===== config.mk =====
export PLATFORM = sky130hd
export DESIGN_NAME = vga_sync
export DESIGN_NICKNAME = d
export VERILOG_FILES = /design/src/rtl/vga_sync.sv
export SDC_FILE = /design/constraint.sdc
export NUM_CORES = 1
export LEC_CHECK = 0
export CAP_MARGIN = 25
export CORE_MARGIN = 2
export CORE_UTILIZATION = 40
export CTS_CLUSTER_DIAMETER = 30
export DETAILED_ROUTE_END_ITERATION = 10
export SLEW_MARGIN = 20
export SYNTH_ARGS = -nofsm -noshare
export SYNTH_HDL_FRONTEND = slang
export SYNTH_SLANG_ARGS = --single-unit

===== constraint.sdc =====
create_clock -name clk -period 2.2 [get_ports clk]
set_clock_uncertainty 0.2 [all_clocks]
set_input_delay 0.22 -clock clk [delete_from_list [all_inputs] [get_ports clk]]
set_output_delay 0.22 -clock clk [all_outputs]
set_load 0.01 [all_outputs]

===== src/rtl/vga_sync.sv =====
// VGA timing generator: pixel-rate divider, h/v scan counters, registered scan
// position and strobes (stage 1), and sync outputs delayed one further clk (stage 2).
module vga_sync #(
    parameter int unsigned CLK_DIV  = 4,
    parameter int unsigned H_ACTIVE = 640,
    parameter int unsigned H_FP     = 16,
    parameter int unsigned H_SYNC   = 96,
    parameter int unsigned H_BP     = 48,
    parameter int unsigned V_ACTIVE = 480,
    parameter int unsigned V_FP     = 10,
    parameter int unsigned V_SYNC   = 2,
    parameter int unsigned V_BP     = 33,
    parameter bit          SYNC_POL = 1'b0
) (
    input  logic       clk,
    input  logic       rst,
    output logic       o_pix_valid,
    output logic [9:0] o_col,
    output logic [9:0] o_row,
    output logic       o_hsync,
    output logic       o_vsync,
    output logic       o_frame_start,
    output logic       o_line_start
);

    localparam int unsigned H_TOTAL = H_ACTIVE + H_FP + H_SYNC + H_BP;
    localparam int unsigned V_TOTAL = V_ACTIVE + V_FP + V_SYNC + V_BP;
    localparam int unsigned DIV_W   = (CLK_DIV > 1) ? $clog2(CLK_DIV) : 1;

    generate
        if (CLK_DIV < 1 || H_TOTAL > 1024 || V_TOTAL > 1024) begin : g_cfg_err
            $error("vga_sync: CLK_DIV must be >=1 and H/V totals must be <=1024");
        end
    endgenerate

    // Compare in 11 bits so a total or active width of exactly 1024 stays representable.
    localparam logic [DIV_W-1:0] DIV_LAST = DIV_W'(CLK_DIV - 1);
    localparam logic [10:0] H_LAST   = 11'(H_TOTAL - 1);
    localparam logic [10:0] V_LAST   = 11'(V_TOTAL - 1);
    localparam logic [10:0] H_ACT    = 11'(H_ACTIVE);
    localparam logic [10:0] V_ACT    = 11'(V_ACTIVE);
    localparam logic [10:0] HS_FIRST = 11'(H_ACTIVE + H_FP);
    localparam logic [10:0] HS_LAST  = 11'(H_ACTIVE + H_FP + H_SYNC - 1);
    localparam logic [10:0] VS_FIRST = 11'(V_ACTIVE + V_FP);
    localparam logic [10:0] VS_LAST  = 11'(V_ACTIVE + V_FP + V_SYNC - 1);

    logic [DIV_W-1:0] div_cnt;
    logic [9:0]       hcnt;
    logic [9:0]       vcnt;
    logic [10:0]      hcnt_x;
    logic [10:0]      vcnt_x;
    logic             tick;
    logic             active;
    logic             hs_hit;
    logic             vs_hit;
    logic             hs_pre;
    logic             vs_pre;

    always_comb begin
        hcnt_x = {1'b0, hcnt};
        vcnt_x = {1'b0, vcnt};
        tick   = (div_cnt == DIV_LAST);
        active = (hcnt_x < H_ACT) && (vcnt_x < V_ACT);
        hs_hit = (hcnt_x >= HS_FIRST) && (hcnt_x <= HS_LAST);
        vs_hit = (vcnt_x >= VS_FIRST) && (vcnt_x <= VS_LAST);
    end

    always_ff @(posedge clk) begin
        if (rst) begin
            div_cnt <= '0;
            hcnt    <= '0;
            vcnt    <= '0;
        end else begin
            div_cnt <= tick ? '0 : div_cnt + DIV_W'(1);
            if (tick) begin
                if (hcnt_x == H_LAST) begin
                    hcnt <= '0;
                    vcnt <= (vcnt_x == V_LAST) ? '0 : vcnt + 10'd1;
                end else begin
                    hcnt <= hcnt + 10'd1;
                end
            end
        end
    end

    // Stage 1: position and strobes; sync levels are captured here too so that
    // stage 2 reflects the same counter value the renderer saw one clk earlier.
    always_ff @(posedge clk) begin
        if (rst) begin
            o_pix_valid   <= 1'b0;
            o_col         <= '0;
            o_row         <= '0;
            o_frame_start <= 1'b0;
            o_line_start  <= 1'b0;
            hs_pre        <= ~SYNC_POL;
            vs_pre        <= ~SYNC_POL;
        end else begin
            o_pix_valid   <= active;
            o_col         <= active ? hcnt : '0;
            o_row         <= active ? vcnt : '0;
            o_frame_start <= (hcnt == '0) && (vcnt == '0) && (div_cnt == '0);
            o_line_start  <= (hcnt == '0) && (div_cnt == '0);
            hs_pre        <= hs_hit ? SYNC_POL : ~SYNC_POL;
            vs_pre        <= vs_hit ? SYNC_POL : ~SYNC_POL;
        end
    end

    always_ff @(posedge clk) begin
        if (rst) begin
            o_hsync <= ~SYNC_POL;
            o_vsync <= ~SYNC_POL;
        end else begin
            o_hsync <= hs_pre;
            o_vsync <= vs_pre;
        end
    end

endmodule


# Word level (Yosys, flattened, before mapping)

Cells that the tools add are included.
W data, S select, Z words.

Word-level logic and storage cells: 41
Bits in latches: 0
Bits of input ports: 2
Memories: 0
RAM bits: 0
ROM bits: 0
Register bits: 49
Output and inout port bits: 25

$lt $le $gt $ge: 6
Reductions and logical operators: 12
Multipliers: 0
Bitwise gates (word level): 1
Div/mod/pow operators: 0
$add $sub $neg: 3
Muxes and demuxes: 4
Shifts and indexed selects: 0
Equality and inequality tests: 3

Operators by type and width:

| kind                    | number |
|---|---|
| $add A10 B1 Y10 const B | 2 |
| $eq A10 B10 Y1 const B  | 2 |
| $logic_not A10 Y1       | 2 |
| $mux W10                | 2 |
| $ge A10 B10 Y1 const B  | 1 |
| $ge A10 B9 Y1 const B   | 1 |
| $le A10 B10 Y1 const B  | 1 |
| $le A10 B9 Y1 const B   | 1 |
| $lt A10 B10 Y1 const B  | 1 |
| $lt A10 B9 Y1 const B   | 1 |
| $logic_and A1 B1 Y1     | 6 |
| $reduce_or A2 Y1        | 2 |
| $add A2 B1 Y2 const B   | 1 |
| $eq A2 B2 Y1 const B    | 1 |
| $logic_not A2 Y1        | 1 |
| $mux W1                 | 2 |
| $reduce_and A2 Y1       | 1 |
| $not A1 Y1              | 1 |

# Depth between registers and ports, before layout

Gate-level depths: netlist of run 1.

Word-level depth: 4
Mapped depth: 7
Mapped depth without buffers: 6

# Least setup slack after synthesis of run 1

Ideal clock, no wire load.

Path type: flip-flop to flip-flop
From: reg div_cnt[0]
To: reg vcnt[2]
Required time: 1.863 ns
Path slack: 0.315 ns
Arrival time: 1.548 ns
Stages on the path, launching flop included: 8
Path buffers: 2
Period minus slack after synthesis: 1.885 ns
Setup time: 0.137 ns
Path through: dfxtp_1 ha_1 buf_2 and2_1 nand4_2 buf_2 o21bai_1 a21oi_1

Cells in the longest elaborated chain, start to end: 2

Ends and longest elaborated chain:

| element                            | line | source |
|---|---|---|
| start: declaration                 | 47   | `logic [DIV_W-1:0] div_cnt;` |
| start signal: assignment           | 74   | `div_cnt <= tick ? '0 : div_cnt + DIV_W'(1);` |
| $eq A2 B2 Y1                       | 62   | `tick = (div_cnt == DIV_LAST);` |
| $reduce_and A2 Y1 (no source line) | n/a  |  |
| end signal: assignment             | 78   | `vcnt <= (vcnt_x == V_LAST) ? '0 : vcnt + 10'd1;` |
| end: declaration                   | 49   | `logic [9:0] vcnt;` |

Every way passes these cells.
A chain may end at the register's enable or synchronous reset.

# Final worst setup path of run 1

From: reg hcnt[0]
To: reg vcnt[8]

Cells in the longest elaborated chain, start to end: 2

Ends and longest elaborated chain:

| element                            | line | source |
|---|---|---|
| start: declaration                 | 48   | `logic [9:0] hcnt;` |
| start signal: assignment           | 80   | `hcnt <= hcnt + 10'd1;` |
| $eq A10 B10 Y1                     | 76   | `if (hcnt_x == H_LAST) begin` |
| $reduce_and A2 Y1 (no source line) | n/a  |  |

Every way passes these cells.

==> impl_metrics.csv, run 1 <==
group,metric,value,unit
yosys,proportion_of_synthesized_area_in_mux_cells,0,%
final_layout,fillers,457,
yosys,synth-seq-cells,49,
clock_tree,clk_pin_slew_worst_setup_hold_paths,0.09,ns
power,vdd_drop_max,0.351,mV
sta,slew_violations,0,
floorplan,chipWidth,73.0,um
power,combPwrFrac,4.5,%
grt,grt_pass1_wl,5870,um
sta,timing.final.setup_violations,0,
power,power_leakage,0.896,nW
setup_path,timing.critical_path.arrival,2.01,ns
floorplan,pin_count,27,
drt,drc_violations,0,
final_layout,mostFrequentLayoutCells,"sky130_fd_sc_hd__dfxtp_1, sky130_fd_sc_hd__clkdlybuf4s50_1, sky130_fd_sc_hd__and2_1, sky130_fd_sc_hd__buf_4, sky130_fd_sc_hd__nand2_1",
sta,max_freq,0.504,GHz
clock_tree,tritoncts,"done",
final_layout,final_cells,289,
final_layout,nets,242,
drt,dr.pass1.iters,4,
setup_path,crit_path_max_fanout,11,
clock_tree,cts_setup_buffers,0,
job,drv_cap,0,
floorplan,design.die.area,0.00532,mm2
floorplan,floorplan.die.height,73.0,um
setup_path,timing.critical_path.required,2.23,ns
setup_path,worstPathCellList,"ha_1 -> and3_1 -> nand4_4 -> or4_1 -> a21oi_1",
clock_tree,numCtsBuffers,5,
power,power.share.sequential,58.9,%
final_layout,layout.cells.most_common,"sky130_fd_sc_hd__dfxtp_1",
clock_tree,htree_levels,2,
setup_path,critPathBufInv,0,
yosys,synth-edff-count,0,
yosys,synth_seq_area_share,51.6,%
power,totalPowerFinal,1.54,mW
power,sw_share,20.9,%
sta,hold_viol_final,0,
final_layout,num_antenna_cells,0,
yosys,post_synth_instance_area,0.00190,mm2
place,detailed_place_hpwl,2460,um
drt,first_iter_violations,85,
clock_tree,clk_latency,0.29,ns
power,net-switching-power,0.322,mW
setup_path,critPathSlowestCell,"sky130_fd_sc_hd__or4_1",
drt,routed_wire_length_per_instance,11.9,um
grt,grt_usage,14.3,%
sta,timing.final.crit_period,1.98,ns
yosys,post_synth_fa_ha_maj_area_fraction,3.95,%
run_status,result_of_the_run,"completed",
sta,unrepaired_setup_endpoints_after_global_routing,"no",
power,powerDensity,644,mW/mm2
setup_path,timing.critical_path.max_delay_family,"simple AND/OR/NAND/NOR gates",
yosys,synth_compound_gate_area_share,6.51,%
setup_path,crit_path_max_incr_delay,0.54,ns
yosys,synthesis.instances,199,
yosys,synth_warnings,0,
yosys,synth_simple_gate_area_share,28.8,%
grt,maximum_number_of_pins_on_one_net_before_global_route_repair,17,
power,clkPwrFrac,36.7,%
setup_path,startpoint_class,"flip-flop",
grt,antenna_found_initial,0,
clock_tree,clock_tree.buffer_depth,2,
place,place_congestion,0.826,
yosys,syn_nets,207,
sta,hold_slack,0.213,ns
clock_tree,clkSinkCount,49,
power,p_int,1.22,mW
worst_hold_path,worstHoldPathType,"reg2reg",
yosys,main_combinational_cell_family_by_area_after_synthesis,"simple AND/OR/NAND/NOR gates",
drt,vias,1438,
floorplan,core-area,0.00466,mm2
floorplan,floorplan.initialDensity,40.8,%
drt,avgViaCountPerCell,4.98,
clock_tree,clock-root-buffer,"sky130_fd_sc_hd__clkbuf_8",
final_layout,layout-area-overhead-vs-synth,25.9,%
sta,finalSetupTns,0,ns
yosys,synth_xor_xnor_area_share,4.14,%
yosys,synthFlopType,"sky130_fd_sc_hd__dfxtp_1",
yosys,postSynthAreaPerCell,9.56,um2
yosys,asyncSetResetFlopFracSynth,0,%
drt,drt.antenna.violating_nets,0,
final_layout,drive_gt1_share,12.3,%
place,portBuffers,26,
sta,final_min_period_over_clock_period,90.1,%
place,place_inst,281,
grt,globalRouteOverflowTotal,0,
floorplan,std_cell_rows,25,
grt,vias_in_the_first_global_route,1202,
setup_path,critical_path.endpoint_type,"flip-flop",
drt,routed_wl,3430,um
yosys,synth.distinct_cells,37,
setup_path,setup.worst_path.class,"reg2reg",
==> registers in the layout (all words and copies together), names as in the netlist <==
register	flops
vs_pre	1
o_hsync	1
o_col	10
o_row	10
o_frame_start	1
hcnt	10
vcnt	10
hs_pre	1
o_line_start	1
o_pix_valid	1
div_cnt	2
o_vsync	1
==> power by group through the flow <==
stage	clock network, mW	logic [mW]	registers [mW]
global placement	0	0.0702	0.928
finish	0.565	0.0691	0.907
floorplan	0	0.0321	0.932
global route	0.629	0.0760	0.910
CTS	0.584	0.0699	0.908
detailed placement	0	0.0697	0.928
==> routing by layer <==
| layer | GRT usage (%) | up-vias | share of wire [%] |
|---|---|---|---|
| met4 | 4.32 | 0 | 1.4 |
| met5 | 0 | - | 0 |
| met2 | 19.3 | 27 | 43 |
| li1 | - | 751 | - |
| met1 | 21.7 | 656 | 53 |
| met3 | 4.14 | 4 | 3.1 |
==> cell type report <==
cell class,instances,area [um2],share of cell area [%]
Sequential cell,49,981,41.0
Multi-Input combinational cell,130,845,35.3
Clock inverter,1,5.00,0.209
Inverter,7,26.3,1.10
Clock buffer,7,96.3,4.03
Tap cell,54,67.6,2.82
Timing Repair Buffer,41,373,15.6
==> kinds of logic (layout without fill, tap and decap cells) <==
| kind of cell | count (synthesis) | after routing |
|---|---|---|
| and+or+nand+nor | 92 | 92 |
| DFF | 49 | 49 |
| AOI/OAI and AO/OA | 22 | 22 |
| buffers and inverters | 20 | 56 |
| xor gates and xnor gates | 9 | 9 |
| adders and majority gates | 6 | 6 |
| other | 1 | 1 |
==> synth_stat cells (2+ instances only) <==
master / instances / area [um2]
sky130_fd_sc_hd__nand2_1: 12 / 45.0
sky130_fd_sc_hd__nor2_1: 7 / 26.3
sky130_fd_sc_hd__buf_2: 5 / 25.0
sky130_fd_sc_hd__xor2_1: 5 / 43.8
sky130_fd_sc_hd__and3_1: 2 / 12.5
sky130_fd_sc_hd__o21ai_0: 7 / 35.0
sky130_fd_sc_hd__and2_1: 22 / 138
sky130_fd_sc_hd__clkbuf_1: 5 / 18.8
sky130_fd_sc_hd__a21oi_1: 10 / 50.1
sky130_fd_sc_hd__nor4_1: 2 / 12.5
sky130_fd_sc_hd__nor3_1: 11 / 55.1
sky130_fd_sc_hd__and4_1: 3 / 26.3
sky130_fd_sc_hd__nor4b_1: 2 / 17.5
sky130_fd_sc_hd__ha_1: 6 / 75.1
sky130_fd_sc_hd__nand4_1: 9 / 56.3
sky130_fd_sc_hd__xnor2_1: 4 / 35.0
sky130_fd_sc_hd__dfxtp_1: 49 / 981
sky130_fd_sc_hd__or3_1: 5 / 31.3
sky130_fd_sc_hd__or2_2: 2 / 12.5
sky130_fd_sc_hd__inv_1: 7 / 26.3
sky130_fd_sc_hd__nand3_1: 8 / 40.0
==> what timing repair did <==
item / 4_1_cts / 5_1_grt
hold buffers: 0 / 0
resized for setup: 0 / 2
endpoints found under the setup margin: 0 / 2
==> path summary, 6_finish.rpt <==
| path | slack, ns | end | cells past startpoint | startpoint |
|---|---|---|---|---|
| setup / recovery | 0.22 | vcnt[8] | 5 | hcnt[0] |
| hold / removal | 0.21 | o_vsync | 1 | vs_pre |
| setup reg to reg | 0.22 | vcnt[8] | 5 | hcnt[0] |
| hold reg to reg | 0.21 | o_vsync | 1 | vs_pre |
==> through the flow <==
stage          setup slack (ns)  cell area [um2]  util (%)
2_1_floorplan             0.315             1900         -
3_3_place_gp              0.235             2280      49.0
3_5_place_dp              0.185             2280      49.0
4_1_cts                   0.152             2380      51.1
5_1_grt                  0.0142             2390      51.4
6_report                  0.218             2390      51.4
Power figures use the tool's default switching activity.
==> run 2, diff against run 1 <==
Settings changed: PLACE_DENSITY set to 0.67, SLEW_MARGIN 20 to not set.
==> run 2 against run 1 <==
Fmax shrank 6.6%. Combinational power grew 1%. Critical path depth is the same. Design area grew 0.31%. Final cell count grew 0.35%. Via count is the same. Setup slack lost 0.14 ns. Critical path type unchanged. Highest routed layer unchanged.
==> impl_metrics.csv, run 2 (synthesis results as in run 1) <==
group,metric,value,unit
run_status,result_of_the_run,"completed",
sta,slew_violations,0,
floorplan,core-area,0.00466,mm2
final_layout,layout.cells.most_common,"sky130_fd_sc_hd__dfxtp_1",
clock_tree,clkSinkCount,49,
grt,grt_pass1_wl,5990,um
grt,maximum_number_of_pins_on_one_net_before_global_route_repair,16,
setup_path,timing.critical_path.required,2.23,ns
drt,drt.antenna.violating_nets,0,
sta,finalSetupTns,0,ns
grt,globalRouteOverflowTotal,0,
power,sw_share,21.1,%
final_layout,mostFrequentLayoutCells,"sky130_fd_sc_hd__dfxtp_1, sky130_fd_sc_hd__clkdlybuf4s50_1, sky130_fd_sc_hd__and2_1, sky130_fd_sc_hd__buf_4, sky130_fd_sc_hd__nand2_1",
setup_path,startpoint_class,"flip-flop",
sta,timing.final.setup_violations,0,
power,power.share.sequential,58.6,%
floorplan,std_cell_rows,25,
final_layout,post-route-cell-area,0.00240,mm2
final_layout,seq_area,981,um2
floorplan,floorplan.die.height,73.0,um
floorplan,chipWidth,73.0,um
grt,grt_usage,14.8,%
clock_tree,cts_setup_buffers,0,
sta,unrepaired_setup_endpoints_after_global_routing,"no",
power,p_int,1.22,mW
sta,max_freq,0.471,GHz
power,power_leakage,0.898,nW
power,net-switching-power,0.327,mW
setup_path,timing.critical_path.arrival,2.15,ns
drt,routed_wl,3540,um
grt,antenna_found_initial,0,
worst_hold_path,worstHoldPathType,"reg2reg",
power,vdd_drop_max,0.292,mV
sta,hold_viol_final,0,
job,drv_cap,0,
drt,dr.pass1.iters,4,
drt,vias,1438,
place,place_congestion,0.795,
setup_path,crit_path_max_fanout,12,
clock_tree,clk_latency,0.30,ns
final_layout,layout-area-overhead-vs-synth,26.2,%
power,powerDensity,644,mW/mm2
floorplan,floorplan.initialDensity,40.8,%
final_layout,nets,243,
floorplan,design.die.area,0.00532,mm2
clock_tree,numCtsBuffers,5,
clock_tree,clk_pin_slew_worst_setup_hold_paths,0.09,ns
place,portBuffers,26,
sta,timing.final.crit_period,2.12,ns
floorplan,pin_count,27,
place,placed_area,0.00229,mm2
clock_tree,tritoncts,"done",
drt,avgViaCountPerCell,4.96,
power,combPwrFrac,4.5,%
clock_tree,clock-root-buffer,"sky130_fd_sc_hd__clkbuf_8",
grt,vias_in_the_first_global_route,1316,
sta,hold_slack,0.212,ns
final_layout,multi_input_logic_area,845,um2
place,detailed_place_hpwl,2480,um
place,place_inst,282,
sta,final_min_period_over_clock_period,96.5,%
clock_tree,clock_tree.buffer_depth,2,
clock_tree,htree_levels,2,
drt,first_iter_violations,62,
setup_path,setup.worst_path.class,"reg2reg",
final_layout,num_antenna_cells,0,
setup_path,critical_path.endpoint_type,"flip-flop",
drt,routed_wire_length_per_instance,12.2,um
final_layout,fillers,421,
drt,drc_violations,0,
final_layout,final_cells,290,
power,clkPwrFrac,36.8,%
final_layout,drive_gt1_share,12.7,%
## run 2: cell count changes in the layout (fill, tap and decap cells not counted), sizes merged
cell and change:
buf +1
## run 2: path summary, 6_finish.rpt
kind | startpoint | endpoint | slack (ns) | depth (start not counted)
worst min-delay path | hs_pre | o_hsync | 0.21 | 1
worst min register to register | hs_pre | o_hsync | 0.21 | 1
worst max-delay path | hcnt[0] | vcnt[5] | 0.08 | 5
worst max register to register | hcnt[0] | vcnt[5] | 0.08 | 5
## run 2: routing by layer
layer  vias to the layer above  track usage (%)  share of wire [%]
met5                         -                0                  0
met4                         0             6.79                2.0
met3                         4             4.56                3.4
met2                        25             22.0                 45
met1                       657             19.5                 50
li1                        752                -                  -
## run 2: repair_timing
action                                  in CTS  in global routing
hold buffers                                 0                  0
gates resized for setup                      0                  2
endpoints found under the setup margin       0                  7
## run 2: power by group through the flow
stage               clock network [mW]  logic [mW]  registers (mW)
detailed placement                   0      0.0709           0.928
global placement                     0      0.0707           0.928
CTS                              0.583      0.0710           0.907
floorplan                            0      0.0321           0.932
global route                     0.623      0.0783           0.910
finish                           0.570      0.0700           0.907
## run 2: critical path: stages, from the launching register on
cell	delay, ns
sky130_fd_sc_hd__dfxtp_1	0.43
sky130_fd_sc_hd__ha_1	0.24
sky130_fd_sc_hd__and3_2	0.27
sky130_fd_sc_hd__nand4_4	0.19
sky130_fd_sc_hd__or4b_1	0.56
sky130_fd_sc_hd__a21oi_1	0.17
## run 2: stage by stage
step	setup slack, ns	util [%]	power (mW)
after global routing	0.00313	51.5	1.61
final	0.0776	51.5	1.55
after CTS	0.0288	51.3	1.56
after global placement	0.154	49.1	0.998
after floorplan	0.315	-	0.964
after detailed placement	0.0478	49.1	0.999
## run 2: layout make-up
type                       count  area share, %
timing repair buffer          42           15.8
clock buffer                   7           4.01
sequential                    49           40.9
tap                           54           2.81
clock inverter                 1          0.208
inverter                       7           1.09
multi-input combinational    130           35.2
==> run 3, diff against run 2 <==
Settings changed: REMOVE_ABC_BUFFERS set to 1.
==> run 3 against run 2 <==
Sequential power about the same. Utilization up 0.51 points. Worst hold slack better by 0.0044 ns. Count of clock-buffer cells in the layout down 2. Sequential share of layout area down 0.40 points. Sequential cell count unchanged. Register-to-register slack better by 0.08 ns. Largest cell class unchanged. Largest power group unchanged.
==> impl_metrics.csv, run 3 (synthesis results as in run 1) <==
group,metric,value,unit
drt,routed_wire_length_per_instance,12.1,um
setup_path,worstSetupStartpoint,"hcnt[0]",
setup_path,crit_path_max_fanout,6,
clock_tree,clkSinkCount,49,
clock_tree,postCtsHoldBufs,0,
place,detailed_place_hpwl,2440,um
sta,timing.final.crit_period,2.05,ns
clock_tree,clk_pin_slew_worst_setup_hold_paths,0.09,ns
final_layout,num_antenna_cells,0,
sta,hold_viol_final,0,
clock_tree,clock_tree.buffer_depth,2,
setup_path,ff2ff_setup_slack,0.15,ns
clock_tree,clk_latency,0.30,ns
drt,routed_wl,3500,um
clock_tree,numCtsBuffers,5,
setup_path,timing.critical_path.required,2.23,ns
sta,finalSetupTns,0,ns
run_status,result_of_the_run,"completed",
final_layout,multi_input_logic_area,836,um2
drt,drc_violations,0,
power,powerDensity,706,mW/mm2
drt,avgViaCountPerCell,5.07,
drt,first_iter_violations,69,
grt,globalRouteOverflowTotal,0,
clock_tree,tritoncts,"done",
floorplan,floorplan.initialDensity,40.8,%
job,drv_cap,0,
sta,slew_violations,0,
floorplan,design.die.area,0.00532,mm2
setup_path,r2r-end,"vcnt[9]",
sta,unrepaired_setup_endpoints_after_global_routing,"no",
clock_tree,clock-root-buffer,"sky130_fd_sc_hd__clkbuf_8",
setup_path,setup.worst_path.class,"reg2reg",
final_layout,final_cells,290,
setup_path,timing.critical_path.arrival,2.08,ns
floorplan,pin_count,27,
power,power_leakage,0.904,nW
floorplan,std_cell_rows,25,
grt,grt_pass1_wl,6020,um
final_layout,drive_gt1_share,12.7,%
place,place_inst,282,
sta,timing.final.setup_violations,0,
place,portBuffers,26,
final_layout,seq_area,981,um2
drt,drt.antenna.violating_nets,0,
sta,final_min_period_over_clock_period,93.0,%
floorplan,core-area,0.00466,mm2
final_layout,mostFrequentLayoutCells,"sky130_fd_sc_hd__dfxtp_1, sky130_fd_sc_hd__clkdlybuf4s50_1, sky130_fd_sc_hd__and2_1, sky130_fd_sc_hd__buf_4, sky130_fd_sc_hd__nand2_1",
setup_path,startpoint_class,"flip-flop",
clock_tree,cts_setup_buffers,0,
grt,grt_usage,14.5,%
floorplan,floorplan.die.height,73.0,um
setup_path,timing.critical_path.to,"vcnt[9]",
final_layout,nets,243,
worst_hold_path,worstHoldPathType,"reg2reg",
grt,antenna_found_initial,0,
clock_tree,htree_levels,2,
grt,maximum_number_of_pins_on_one_net_before_global_route_repair,18,
place,place_congestion,0.870,
final_layout,fillers,427,
final_layout,layout.cells.most_common,"sky130_fd_sc_hd__dfxtp_1",
final_layout,layout-area-overhead-vs-synth,27.5,%
setup_path,rr_worst_depth,6,
drt,dr.pass1.iters,4,
power,vdd_drop_max,0.367,mV
sta,max_freq,0.489,GHz
grt,vias_in_the_first_global_route,1346,
drt,vias,1469,
setup_path,crit-reg2reg-launch,"hcnt[0]",
floorplan,chipWidth,73.0,um
setup_path,critical_path.endpoint_type,"flip-flop",
-- run 3: changes by cell type in the layout (fill, tap and decap cells not counted), sizes merged --
cell,previous run,this run
bufinv,0,2
clkbuf,7,5
-- run 3: worst min-delay path by stage --
stage            from  slack (ns)      end  depth (start not counted)
6_report       hs_pre        0.22  o_hsync                          1
5_1_grt        vs_pre        0.23  o_vsync                          1
4_1_cts        vs_pre        0.22  o_vsync                          1
3_5_place_dp   vs_pre        0.20  o_vsync                          1
3_3_place_gp   vs_pre        0.20  o_vsync                          1
2_1_floorplan     rst        0.09  hcnt[1]                          1
-- run 3: power by group --
part	internal, mW	leakage (nW)	switching [mW]
Clock	0.451	0.0681	0.284
Combinational	0.0356	0.439	0.0342
Sequential	0.900	0.397	0.00670
Total	1.39	0.904	0.324
-- run 3: metrics by stage --
| step | cell area, um2 | hold slack [ns] | total power [mW] | setup slack (ns) | utilization, % |
|---|---|---|---|---|---|
| 2_1_floorplan | 1840 | 0.0891 | 0.958 | 0.105 | - |
| 3_3_place_gp | 2290 | 0.195 | 0.998 | 0.252 | 49.1 |
| 3_5_place_dp | 2290 | 0.197 | 0.999 | 0.181 | 49.1 |
| 4_1_cts | 2420 | 0.219 | 1.73 | 0.139 | 52.0 |
| 5_1_grt | 2420 | 0.232 | 1.78 | 0.0420 | 52.0 |
| 6_report | 2420 | 0.217 | 1.71 | 0.153 | 52.0 |
-- run 3: per-layer routing --
metal  track usage (%)  vias up  routed length (um)
met5                 0        -                   0
li1                  -      754                   -
met2              21.6       48                1580
met4              7.61        0                  57
met1              19.1      659                1650
met3              4.14        8                 203
-- run 3: what timing repair did --
action / 4_1_cts / 5_1_grt
setup endpoints to repair: 0 / 1
endpoints found under the hold margin: 0 / 0
gates resized for setup: 0 / 1
-- run 3: final cells by class --
type                            instances  area share (%)
Clock inverter                          3            2.68
Clock buffer                            5            2.84
Multi-Input combinational cell        130            34.5
Inverter                                7            1.08
Tap cell                               54            2.79
Timing Repair Buffer                   42            15.7
Sequential cell                        49            40.5
-- run 3: worst max-delay path: stages, from the launching register on --
cell	delay, ns
sky130_fd_sc_hd__dfxtp_1	0.41
sky130_fd_sc_hd__ha_1	0.22
sky130_fd_sc_hd__and3_2	0.25
sky130_fd_sc_hd__nand4_2	0.19
sky130_fd_sc_hd__buf_4	0.22
sky130_fd_sc_hd__or3_1	0.34
sky130_fd_sc_hd__a21oi_1	0.15
